$ cat config.mk
export PLATFORM = sky130hd
export DESIGN_NAME = fetch_sequencer
export DESIGN_NICKNAME = d
export VERILOG_FILES = /design/src/rtl/fetch_sequencer.sv
export SDC_FILE = /design/constraint.sdc
export NUM_CORES = 1
export LEC_CHECK = 0
export ABC_CLOCK_PERIOD_IN_PS = 3200
export BUFFER_PORTS_ARGS = -buffer_cell sky130_fd_sc_hd__buf_2
export CAP_MARGIN = 20
export CORE_UTILIZATION = 50
export DETAILED_ROUTE_END_ITERATION = 16
export PLACE_DENSITY_LB_ADDON = 0.05
export SLEW_MARGIN = 20
export SYNTH_ARGS = -nofsm -noshare
export SYNTH_HDL_FRONTEND = slang
export SYNTH_SLANG_ARGS = --single-unit
$ cat constraint.sdc
create_clock -name clock -period 3.2 [get_ports clock]
set_input_delay 0.16 -clock clock [delete_from_list [all_inputs] [get_ports clock]]
set_output_delay 0.16 -clock clock [all_outputs]
set_load 0.05 [all_outputs]
$ cat src/rtl/fetch_sequencer.sv
// Instruction fetch sequencer.
// Holds the PC and addresses a combinational instruction memory. Each
// returned word is registered into a valid/ready output stage toward decode.
// Also handles stall back-pressure, redirect with flush, start gating and
// end-of-program halt.
//
// Ports:
//   clock, reset_n      rising-edge clock, async active-low reset
//   start               one-cycle pulse: leave IDLE, fetch from PC 0
//   mem_addr            word address to memory (combinational, equals pc)
//   mem_instruction     word returned by memory in the same cycle
//   instr_out, pc_out   registered instruction and the address it came from
//   instr_valid         output stage holds a word
//   instr_ready         decode accepts the word this cycle
//   redirect_valid/pc   taken branch/jump and its target word address
//   halted              program finished and output stage empty
//   fetch_count         accepted transfers, saturating
module fetch_sequencer #(
  parameter int unsigned PROG_LEN = 3,
  parameter int unsigned PC_W     = 32,
  parameter int unsigned CNT_W    = 16
) (
  input  logic             clock,
  input  logic             reset_n,
  input  logic             start,
  output logic [PC_W-1:0]  mem_addr,
  input  logic [31:0]      mem_instruction,
  output logic [31:0]      instr_out,
  output logic [PC_W-1:0]  pc_out,
  output logic             instr_valid,
  input  logic             instr_ready,
  input  logic             redirect_valid,
  input  logic [PC_W-1:0]  redirect_pc,
  output logic             halted,
  output logic [CNT_W-1:0] fetch_count
);

  localparam int unsigned INSTR_W = 32;

  typedef enum logic [1:0] {
    IDLE  = 2'd0,
    FETCH = 2'd1,
    HALT  = 2'd2
  } state_t;

  state_t             state, state_d;
  logic [PC_W-1:0]    pc, pc_d;
  logic [INSTR_W-1:0] instr_d;
  logic [PC_W-1:0]    pc_out_d;
  logic               valid_d;
  logic               halted_d;
  logic [CNT_W-1:0]   count_d;

  logic transfer_c;
  logic load_c;
  logic in_range_c;

  assign mem_addr   = pc;
  assign transfer_c = instr_valid && instr_ready;
  // Output stage can take a new word when empty or being drained this cycle.
  assign load_c     = !instr_valid || instr_ready;
  assign in_range_c = pc < PC_W'(PROG_LEN);

  // State and datapath registers.
  always_ff @(posedge clock or negedge reset_n) begin
    if (!reset_n) begin
      state       <= IDLE;
      pc          <= '0;
      instr_out   <= '0;
      pc_out      <= '0;
      instr_valid <= 1'b0;
      halted      <= 1'b0;
      fetch_count <= '0;
    end else begin
      state       <= state_d;
      pc          <= pc_d;
      instr_out   <= instr_d;
      pc_out      <= pc_out_d;
      instr_valid <= valid_d;
      halted      <= halted_d;
      fetch_count <= count_d;
    end
  end

  // Next-state and next-output logic; redirect outranks fetch and stall.
  always_comb begin
    state_d  = state;
    pc_d     = pc;
    instr_d  = instr_out;
    pc_out_d = pc_out;
    valid_d  = instr_valid;

    unique case (state)
      IDLE: begin
        if (start) begin
          state_d = FETCH;
          pc_d    = '0;
        end
      end
      FETCH: begin
        if (redirect_valid) begin
          pc_d    = redirect_pc;
          valid_d = 1'b0;
        end else if (load_c) begin
          if (in_range_c) begin
            instr_d  = mem_instruction;
            pc_out_d = pc;
            valid_d  = 1'b1;
            pc_d     = pc + PC_W'(1);
          end else begin
            valid_d = 1'b0;
            state_d = HALT;
          end
        end
      end
      HALT: begin
        if (redirect_valid) begin
          pc_d    = redirect_pc;
          valid_d = 1'b0;
          state_d = FETCH;
        end
      end
      default: begin
        state_d = IDLE;
      end
    endcase

    // Registered so that halted tracks HALT with an empty output stage.
    halted_d = (state_d == HALT) && !valid_d;

    // A transfer in a redirect cycle still counts; decode owns that word.
    count_d = fetch_count;
    if (transfer_c && (fetch_count != {CNT_W{1'b1}})) begin
      count_d = fetch_count + CNT_W'(1);
    end
  end

endmodule

==> flow_metrics.env, run 1 <==
export IMPL_num_rows=36
export IMPL_vias_per_cell=5.44
export IMPL_leakagePower_nw=3.80
export IMPL_num_vias=4570
export IMPL_ys_seq_elements=116
export IMPL_max_cap_violations=0
export IMPL_place_port_buffers=182
export IMPL_dpl_hpwl_um=9580
export IMPL_tightest_slew_ps=838
export IMPL_setup_tns_ps=0
export IMPL_swShare_pct=46.5
export IMPL_ant_nets=0
export IMPL_fin_crit_ps=2670
export IMPL_p_per_area_nw_per_um2=1040
export IMPL_core_area_um2=9910
export IMPL_cts_resized=0
export IMPL_drive_gt1_share_pct=36.9
export IMPL_fmax_mhz=374
export IMPL_mappedNetlistNets=524
export IMPL_synth_mux_area_share_pct=7.62
export IMPL_netlist_area_um2=5170
export IMPL_synth_area_leaders="dfrtp_1 56%, mux2_2 6.5%, nor2b_1 4.0%"
export IMPL_final_max_slew_viol_count=0
export IMPL_setup_violations=0
export IMPL_power_switching_mw=3.59
export IMPL_cts_buffers=17
export IMPL_wl_per_cell_um=17.2
export IMPL_ys_async_sr_fraction_pct=100
export IMPL_synth_top_family_by_area="simple AND/OR/NAND/NOR gates"
export IMPL_drt_pass1_iterations=4
export IMPL_ys_types=44
export IMPL_synthAdderAreaFrac_pct=1.69
export IMPL_start_util_pct=52.2
export IMPL_crit_buf_inv=1
export IMPL_max_slew_margin_pct=44.0
export IMPL_vdd_drop_max_mv=0.599
export IMPL_worstPathArrival_ps=3060
export IMPL_crit_path_max_incr_delay_ps=500
export IMPL_netlist_instances=448
export IMPL_crit_required_ps=3590
export IMPL_cts_tree="yes"
export IMPL_hold_viol=0
export IMPL_n_antenna_cell=0
export IMPL_synth_edf_count=0
export IMPL_clkLatencyLatePin_ps=510
export IMPL_first_global_vias=4467
export IMPL_crit_fanout=18
export IMPL_antenna_found_initial=0
export IMPL_pin_count=183
export IMPL_synth_compound_area_share_pct=12.3
export IMPL_synthSimpleGateAreaFrac_pct=15.9
export IMPL_final_cell_area_um2=7410
export IMPL_cts_num_sinks=116
export IMPL_p_clk_share_pct=25.6
export IMPL_track_usage_pct=28.0
export IMPL_synth_avg_cell_area_um2=11.5
export IMPL_combPwrFrac_pct=44.8
export IMPL_dr_first_iter_drc_count=265
export IMPL_p_seq_share_pct=29.6
export IMPL_htreeDepth=4
export IMPL_critical_path_class="reg -> reg"
export IMPL_fin_skew_ps=8.56
export IMPL_fp_dieH_um=104
export IMPL_synth_xor_area_share_pct=3.39
export IMPL_crit_family="compound AO/OA/AOI/OAI gates"
export IMPL_worstSetupStartpointType="flip-flop"
export IMPL_area_growth_pct=43.3
export IMPL_synth_top_area_share_pct=56.1
export IMPL_nets=770
export IMPL_drc=0
export IMPL_clock_path_buffers=2
export IMPL_hp_class="in -> reg"
export IMPL_die_w_um=104
export IMPL_yosysWarnings=0
export IMPL_p_int_mw=4.13
export IMPL_crit_slowest_cell="o31ai_2"
export IMPL_crit_chain="ha_1, nor4_1, nand4_1, o31ai_2, o211ai_1, buf_4, a22o_1"
export IMPL_end_kind="flip-flop"
export IMPL_root_buffer="clkbuf_8"
export IMPL_die_area_um2=10800
export IMPL_synth_top_cell_by_area="dfrtp_1"
export IMPL_grt_first_pass_wirelength_um=23600
export IMPL_ys_flop_type="dfrtp_1"
export IMPL_grt_max_degree=65
export IMPL_cts_clk_slew_worst_paths_ps=60
export IMPL_grt_setup_unrepaired="false"
export IMPL_routed_wirelength_um=14500
export IMPL_grt_overflow_total=0
export IMPL_status="finished, final reports clean"
export IMPL_fin_crit_sh_pct=83.5
export IMPL_yosysSeqAreaShare_pct=56.1
export IMPL_placed_cell_area_um2=6240
export IMPL_place_congestion=0.843
==> registers in the layout (all words and copies together), names as in the netlist <==
signal	cells
instr_out	32
mem_addr	32
pc_out	32
fetch_count	16
state	2
halted	1
instr_valid	1
==> cells by family (layout without fill, tap and decap cells) <==
| family | Yosys count | in the layout |
|---|---|---|
| muxes | 35 | 35 |
| AOI/OAI and AO/OA | 87 | 87 |
| buffers and inverters | 33 | 292 |
| DFF | 116 | 116 |
| and+or+nand+nor | 150 | 150 |
| adders and majority gates | 7 | 7 |
| xor gates and xnor gates | 20 | 20 |
==> final timing paths <==
path                                 start       endpoint  slack [ps]  cells after the start
max                            mem_addr[0]   mem_addr[11]         530                      7
max reg2reg                    mem_addr[0]   mem_addr[11]         530                      7
max in group asynchronous          reset_n      pc_out[8]        2120                      3
min reg2reg                  instr_out[21]  instr_out[21]         480                      1
min in group asynchronous          reset_n     pc_out[27]         180                      2
min                        redirect_pc[17]   mem_addr[17]          20                      4
==> cells in the mapped netlist (2+ instances only) <==
master       n
o2bb2ai_1    9
buf_2        4
nand3_1     11
nor2b_1     33
a22oi_1      7
nor4_1      11
buf_6        3
xnor2_1     13
nand2_1     37
nor2_1      18
ha_1         7
nand4_1     11
o31ai_1     10
inv_1       13
a22o_1      15
and2_1       2
a21oi_1      6
a21o_1       3
and3_1       2
nand2b_1     4
mux2_1       5
or2_2        2
dfrtp_1    116
a2bb2oi_1    2
nor3_1       8
and4_1       6
o21ai_0     20
o211ai_1     4
xor2_1       7
or4_4        2
clkbuf_1    13
a32oi_1      3
mux2_2      30
==> layout by cell type, fill, tap and decap left out, types with 5 or more instances in the layout <==
master         instances
o2bb2ai_1              9
nor3_1                 8
dfrtp_1              116
xor2_1                 7
and4_1                 6
o31ai_1               10
xnor2_1               13
nand4_1               11
mux2_1                 5
buf_4                 10
mux2_2                30
a22oi_1                7
clkbuf_16             16
nand2_1               37
buf_2                181
inv_1                 13
a21oi_1                6
a22o_1                15
nand3_1               11
ha_1                   7
nor2b_1               33
nor4_1                11
dlygate4sd3_1         55
o21ai_0               20
nor2_1                18
==> power groups by stage <==
stage	sequential, mW	clock (mW)	combinational, mW
3_3_place_gp	2.27	0	3.34
4_1_cts	2.27	2.00	3.45
2_1_floorplan	3.50	0	1.26
3_5_place_dp	2.29	0	3.39
6_report	2.28	1.98	3.46
5_1_grt	2.34	2.08	3.65
==> worst register-to-register path, stage by stage, from the launching register on <==
cell	delay, ps
dfrtp_1	440
ha_1	280
nor4_1	250
nand4_1	300
o31ai_2	500
o211ai_1	250
buf_4	280
a22o_1	260
==> metrics by stage <==
| stage | utilization [%] | cells | hold slack [ps] | setup slack, ps | total power, mW |
|---|---|---|---|---|---|
| after global routing | 74.8 | 840 | 8.10 | 381 | 8.07 |
| final | 74.8 | 840 | 21.5 | 529 | 7.72 |
| after floorplan | - | 448 | -136 | 541 | 4.76 |
| after CTS | 74.8 | 840 | 3.01 | 545 | 7.72 |
| after detailed placement | 62.9 | 753 | 185 | 548 | 5.67 |
| after global placement | 62.9 | 753 | 176 | 605 | 5.61 |
==> routing by layer <==
layer	vias up	wire length [um]	global-route usage, %
met1	2242	6310	37.9
met2	178	6950	44.8
li1	2122	-	-
met3	28	918	6.23
met4	0	284	9.90
met5	-	0	0
==> cell type report <==
class,instances,area [um^2]
tap,133,166
timing repair buffer,247,1550
sequential,116,2900
clock inverter,12,178
fill,716,2500
multi-input combinational,299,2120
inverter,13,48.8
clock buffer,20,445
==> repair_timing <==
item,4_1_cts,5_1_grt
hold buffers,55,0
setup buffers,0,0
endpoints found under the hold margin,92,0
(Power assumes the default switching activity.)
==> run 2: changes to the inputs <==
- ABC_CLOCK_PERIOD_IN_PS: 3200 -> 2150
- CORE_UTILIZATION: 50 -> 45
- clock period: 3.2 -> 2.15 ns (I/O delays scaled with it)
==> run 2 against run 1 <==
  * The flow now finishes with violations (setup timing)
  * Global-route usage decreased by 2.5 points
  * First-iteration DRC count increased by 22%
  * Count of clock-buffer cells in the layout increased by 6
  * Clock skew decreased by 0.96 ps
  * Combinational power increased by 110%
  * Flip-flop and latch count unchanged
  * Critical path depth unchanged
  * Core utilization decreased by 0.85 points
  * Cell area increased by 10%
  * Sequential power increased by 44%
  * Critical endpoint is now mem_addr[24]
  * Largest power group unchanged
==> flow_metrics.env, run 2 (synthesis gave the netlist of run 1 again) <==
export IMPL_grt_first_pass_wirelength_um=23000
export IMPL_root_buffer="clkbuf_16"
export IMPL_nets=830
export IMPL_crit_slowest_cell="or4_4"
export IMPL_reg2reg_depth=7
export IMPL_end_kind="flip-flop"
export IMPL_hold_viol=0
export IMPL_final_max_slew_viol_count=0
export IMPL_fin_skew_ps=7.60
export IMPL_place_congestion=0.892
export IMPL_die_w_um=109
export IMPL_num_fill_cells=769
export IMPL_max_slew_margin_pct=48.5
export IMPL_cts_buffers=17
export IMPL_crit_fanout=5
export IMPL_cpMostUsedCell="or4_4"
export IMPL_violations="setup timing"
export IMPL_grt_overflow_total=0
export IMPL_placed_cell_area_um2=6740
export IMPL_drive_gt1_share_pct=48.0
export IMPL_cts_tree="yes"
export IMPL_leakagePower_nw=4.19
export IMPL_grt_setup_unrepaired="true"
export IMPL_worst_hold_slack_ps=12.2
export IMPL_core_area_um2=11000
export IMPL_vdd_drop_max_mv=1.13
export IMPL_dr_first_iter_drc_count=323
export IMPL_hp_class="in -> reg"
export IMPL_htreeDepth=4
export IMPL_fp_dieH_um=109
export IMPL_drt_pass1_iterations=4
export IMPL_area_growth_pct=57.7
export IMPL_pin_count=183
export IMPL_layout_commonest_cell="buf_2"
export IMPL_critical_path_class="reg -> reg"
export IMPL_track_usage_pct=25.5
export IMPL_p_per_area_nw_per_um2=1590
export IMPL_setup_violations=11
export IMPL_clkLatencyLatePin_ps=410
export IMPL_cts_num_sinks=116
export IMPL_start_util_pct=46.9
export IMPL_drc=0
export IMPL_antenna_found_initial=0
export IMPL_crit_required_ps=2500
export IMPL_mostFrequentLayoutCells="181 x buf_2, 96 x dfrtp_1, 69 x buf_4, 43 x dlygate4sd3_1, 36 x nand2_1"
export IMPL_final_cell_area_um2=8150
export IMPL_fin_ws_ps=-49.6
export IMPL_status="complete, but fails checks"
export IMPL_dpl_hpwl_um=10200
export IMPL_fmax_mhz=455
export IMPL_die_area_um2=11900
export IMPL_first_global_vias=4683
export IMPL_crit_path_max_incr_delay_ps=540
export IMPL_vias_per_cell=5.32
export IMPL_num_rows=38
export IMPL_tightest_slew_ps=771
export IMPL_pre_cts_ws_ps=-62.6
export IMPL_cts_clk_slew_worst_paths_ps=50
export IMPL_max_cap_violations=0
export IMPL_ant_nets=0
export IMPL_num_vias=4815
export IMPL_hold_depth=3
export IMPL_worstPathArrival_ps=2550
export IMPL_n_antenna_cell=0
export IMPL_worstSetupStartpointType="flip-flop"
export IMPL_fin_crit_ps=2200
export IMPL_grt_max_degree=55
export IMPL_place_port_buffers=182
export IMPL_wl_per_cell_um=18.5
export IMPL_routed_wirelength_um=16700
export IMPL_crit_chain="ha_4, nand4_4, or4_4, buf_6, or4_4, o31ai_2, a22o_1"
export IMPL_fin_crit_sh_pct=102
export IMPL_clock_path_buffers=2
==> run 2: cell types whose count changed in the layout (fill, tap and decap cells not counted), sizes merged <==
cell         change
buf             +67
bufinv           -3
clkbuf          +11
clkinv           -3
clkinvlp         -1
dlygate4sd3     -12
inv              -1
==> run 2: cell type report <==
cell class              count  area [um^2]  area share, %
clock buffers              26          489           6.00
clock inverters             4         48.8          0.598
inverters                  13         48.8          0.598
multi-input cells         299         2360           29.0
flip-flops and latches    116         2930           35.9
well taps                 140          175           2.15
repair buffers            307         2100           25.8
==> run 2: repair_timing <==
action                                 in CTS  in global routing
cloned                                      1                  6
setup endpoints to repair                  39                 61
endpoints found under the hold margin      84                  0
hold buffers                               43                  0
setup buffers                               3                  5
gates resized for setup                     8                 57
pin swaps                                   1                  1
==> run 2: critical path: cells and delay by family (launching register included) <==
| family | cells | cell delay (ps) |
|---|---|---|
| fa+ha+maj | 1 | 160 |
| flops | 1 | 380 |
| simple gates | 3 | 1110 |
| buf+inv | 1 | 140 |
| compound gates | 2 | 360 |
==> run 2: metrics by stage <==
step           setup TNS [ps]  power [mW]  instances  util (%)
2_1_floorplan           -6210        7.17        448         -
5_1_grt                 -3380        13.6        905      73.9
4_1_cts                 -88.1        12.2        894      70.6
3_3_place_gp            -2460        9.32        817      61.1
6_report                 -217        13.0        905      73.9
3_5_place_dp             -724        9.41        817      61.1
==> run 2: layer usage <==
layer  global-route usage, %  share of wire (%)  up-vias  wire, um
li1                        -                  -     2234         -
met3                    6.04                6.3       33      1060
met2                    42.0                 48      175      8110
met1                    32.8                 43     2373      7200
met5                       0                  0        -         0
met4                    9.43                2.1        0       352
==> run 2: worst paths after layout <==
path / startpoint / end / slack, ps
hold / removal: redirect_pc[16] / mem_addr[16] / 10
setup reg to reg: mem_addr[1] / mem_addr[24] / -50
setup / recovery: mem_addr[1] / mem_addr[24] / -50
max in group asynchronous: reset_n / mem_addr[0] / 1190
hold reg to reg: fetch_count[11] / fetch_count[11] / 490
min in group asynchronous: reset_n / instr_out[12] / 220
==> run 2: report_power, final <==
part	internal, mW	leakage (nW)	switching (mW)
Clock	1.66	0.264	0.930
Combinational	2.73	2.40	4.39
Sequential	2.80	1.53	0.492
==> run 3: changes to the inputs <==
- ABC_AREA: default -> 1
- CORE_UTILIZATION: 45 -> 47
==> run 3 against run 2 <==
  * The run now ends clean
  * Worst hold slack got worse by 4.6 ps
  * Non-clock buffer count decreased by 52
  * Synthesized area rose by 21%
  * Critical path depth rose by 4
  * Global-route usage increased by 1.9 points
  * Combinational power fell by 17%
  * Sequential share of layout area is 2.0 points lower
==> flow_metrics.env, run 3 <==
export IMPL_status="finished, final reports clean"
export IMPL_critical_path_class="reg -> reg"
export IMPL_cts_clk_slew_worst_paths_ps=60
export IMPL_reg2reg_from="state[0]"
export IMPL_p_seq_share_pct=27.9
export IMPL_ys_seq_elements=116
export IMPL_dpl_hpwl_um=12400
export IMPL_worstPathArrival_ps=2280
export IMPL_routed_wirelength_um=17900
export IMPL_yosysWarnings=0
export IMPL_num_rows=41
export IMPL_first_global_vias=6166
export IMPL_fmax_mhz=519
export IMPL_netlist_area_um2=6270
export IMPL_startpoint="state[0]"
export IMPL_setup_tns_ps=0
export IMPL_pin_count=183
export IMPL_max_slew_margin_pct=62.6
export IMPL_power_switching_mw=6.02
export IMPL_synth_top_cell_by_area="dfrtp_1"
export IMPL_vdd_drop_max_mv=0.932
export IMPL_num_vias=6337
export IMPL_ys_types=32
export IMPL_ant_nets=0
export IMPL_combPwrFrac_pct=48.2
export IMPL_ys_async_sr_fraction_pct=100
export IMPL_hold_depth=5
export IMPL_synth_common_cells="352 x nand2_1, 118 x nor2_1, 116 x dfrtp_1, 110 x inv_1, 49 x o21ai_0"
export IMPL_cts_buffers=17
export IMPL_grt_first_pass_wirelength_um=30300
export IMPL_layout_commonest_cell="nand2_1"
export IMPL_dr_first_iter_drc_count=511
export IMPL_fin_crit_sh_pct=89.6
export IMPL_grt_overflow_total=0
export IMPL_drc=0
export IMPL_worst_r2r_endpoint="mem_addr[29]"
export IMPL_place_congestion=0.923
export IMPL_track_usage_pct=27.4
export IMPL_fp_dieH_um=117
export IMPL_leakagePower_nw=4.85
export IMPL_drive_gt1_share_pct=21.3
export IMPL_die_w_um=117
export IMPL_grt_setup_unrepaired="false"
export IMPL_clock_path_buffers=2
export IMPL_final_max_slew_viol_count=0
export IMPL_pre_cts_ws_ps=165
export IMPL_end_kind="flip-flop"
export IMPL_vias_per_cell=4.79
export IMPL_p_clk_share_pct=23.9
export IMPL_tightest_slew_ps=561
export IMPL_core_area_um2=12800
export IMPL_n_antenna_cell=0
export IMPL_fin_skew_ps=16.4
export IMPL_final_util_pct=66.7
export IMPL_mostFrequentLayoutCells="352 x nand2_1, 181 x buf_2, 118 x nor2_1, 116 x dfrtp_1, 110 x inv_1"
export IMPL_synth_top_area_share_pct=46.3
export IMPL_htreeDepth=4
export IMPL_max_cap_violations=0
export IMPL_mappedNetlistNets=967
export IMPL_setup_violations=0
export IMPL_crit_fanout=26
export IMPL_die_area_um2=13800
export IMPL_ys_flop_type="dfrtp_1"
export IMPL_root_buffer="clkbuf_16"
export IMPL_area_growth_pct=36.4
export IMPL_grt_max_degree=63
export IMPL_yosysSeqAreaShare_pct=46.3
export IMPL_netlist_instances=891
export IMPL_hold_viol=0
export IMPL_swShare_pct=49.3
export IMPL_reg2reg_depth=11
export IMPL_cts_num_sinks=116
export IMPL_drt_pass1_iterations=5
export IMPL_fin_ws_ps=223
export IMPL_synth_area_leaders="dfrtp_1 46%, nand2_1 21%, nor2_1 7.1%"
export IMPL_hp_class="in -> reg"
export IMPL_clkLatencyLatePin_ps=430
export IMPL_synthMostInstantiatedCell="nand2_1"
export IMPL_wl_per_cell_um=13.5
export IMPL_crit_required_ps=2500
export IMPL_hp_start="redirect_pc[2]"
export IMPL_synth_avg_cell_area_um2=7.04
export IMPL_antenna_found_initial=0
export IMPL_hold_path_end="mem_addr[2]"
export IMPL_place_port_buffers=182
export IMPL_fin_crit_ps=1930
export IMPL_nets=1215
export IMPL_p_int_mw=6.19
export IMPL_start_util_pct=48.9
export IMPL_r2r_slack_ps=220
export IMPL_synth_edf_count=0
export IMPL_p_per_area_nw_per_um2=1430
export IMPL_worstSetupStartpointType="flip-flop"
export IMPL_cts_tree="yes"
## run 3: routing by layer
| metal | routed length [um] | global-route usage (%) | vias up |
|---|---|---|---|
| li1 | - | - | 3208 |
| met3 | 1010 | 5.86 | 25 |
| met2 | 8370 | 44.0 | 213 |
| met1 | 8170 | 36.9 | 2891 |
| met5 | 0 | 0 | - |
| met4 | 350 | 9.13 | 0 |
## run 3: critical path: stages, from the launching register on
cell,delay (ps)
dfrtp_1,440
inv_1,120
ha_1,230
inv_1,70
nor2_1,40
inv_1,60
o21ai_0,120
nor2_1,190
nand3_2,150
inv_4,270
nand2_1,90
nand2_1,70
## run 3: power groups by stage
stage | combinational, mW | sequential [mW] | clock (mW)
after floorplan | 2.29 | 5.31 | 0
after global placement | 5.73 | 3.41 | 0
after detailed placement | 5.80 | 3.40 | 0
after CTS | 5.88 | 3.39 | 2.95
after global routing | 6.43 | 3.50 | 3.05
final | 5.88 | 3.41 | 2.92
## run 3: stage by stage
stage	area, um^2	instances	hold WS, ps	power (mW)
2_1_floorplan	6270	891	-188	7.60
3_3_place_gp	7450	1242	134	9.14
3_5_place_dp	7450	1242	135	9.20
4_1_cts	8550	1324	1.20	12.2
5_1_grt	8550	1324	41.4	13.0
6_report	8550	1324	7.56	12.2
## run 3: final cells by class
class / instances / area (um^2)
clock inverters: 14 / 175
flip-flops and latches: 116 / 2900
repair buffers: 255 / 1610
multi-input cells: 635 / 2790
fillers: 1137 / 4270
well taps: 172 / 215
clock buffers: 18 / 429
inverters: 114 / 432
## run 3: worst max path at each step
stage	depth (start not counted)	end	slack, ps
after detailed placement	9	mem_addr[29]	170
after global routing	11	mem_addr[29]	10
final	11	mem_addr[29]	220
after floorplan	11	pc_out[12]	190
after CTS	9	mem_addr[29]	140
after global placement	11	mem_addr[22]	250
## run 3: what timing repair did
| item | CTS | global route |
|---|---|---|
| hold buffers | 50 | 0 |
| buffers inserted | 0 | 0 |
| resized for setup | 0 | 1 |
| endpoints found under the setup margin | 0 | 26 |
| endpoints found under the hold margin | 87 | 0 |
## run 3: kinds of logic (layout without fill, tap and decap cells)
| family | Yosys count | after routing | share of synthesized area (%) |
|---|---|---|---|
| simple gates | 539 | 539 | 34.8 |
| flops | 116 | 116 | 46.3 |
| fa+ha+maj | 7 | 7 | 1.40 |
| compound gates | 74 | 74 | 6.21 |
| xor+xnor | 15 | 15 | 2.10 |
| buf+inv | 140 | 401 | 9.22 |
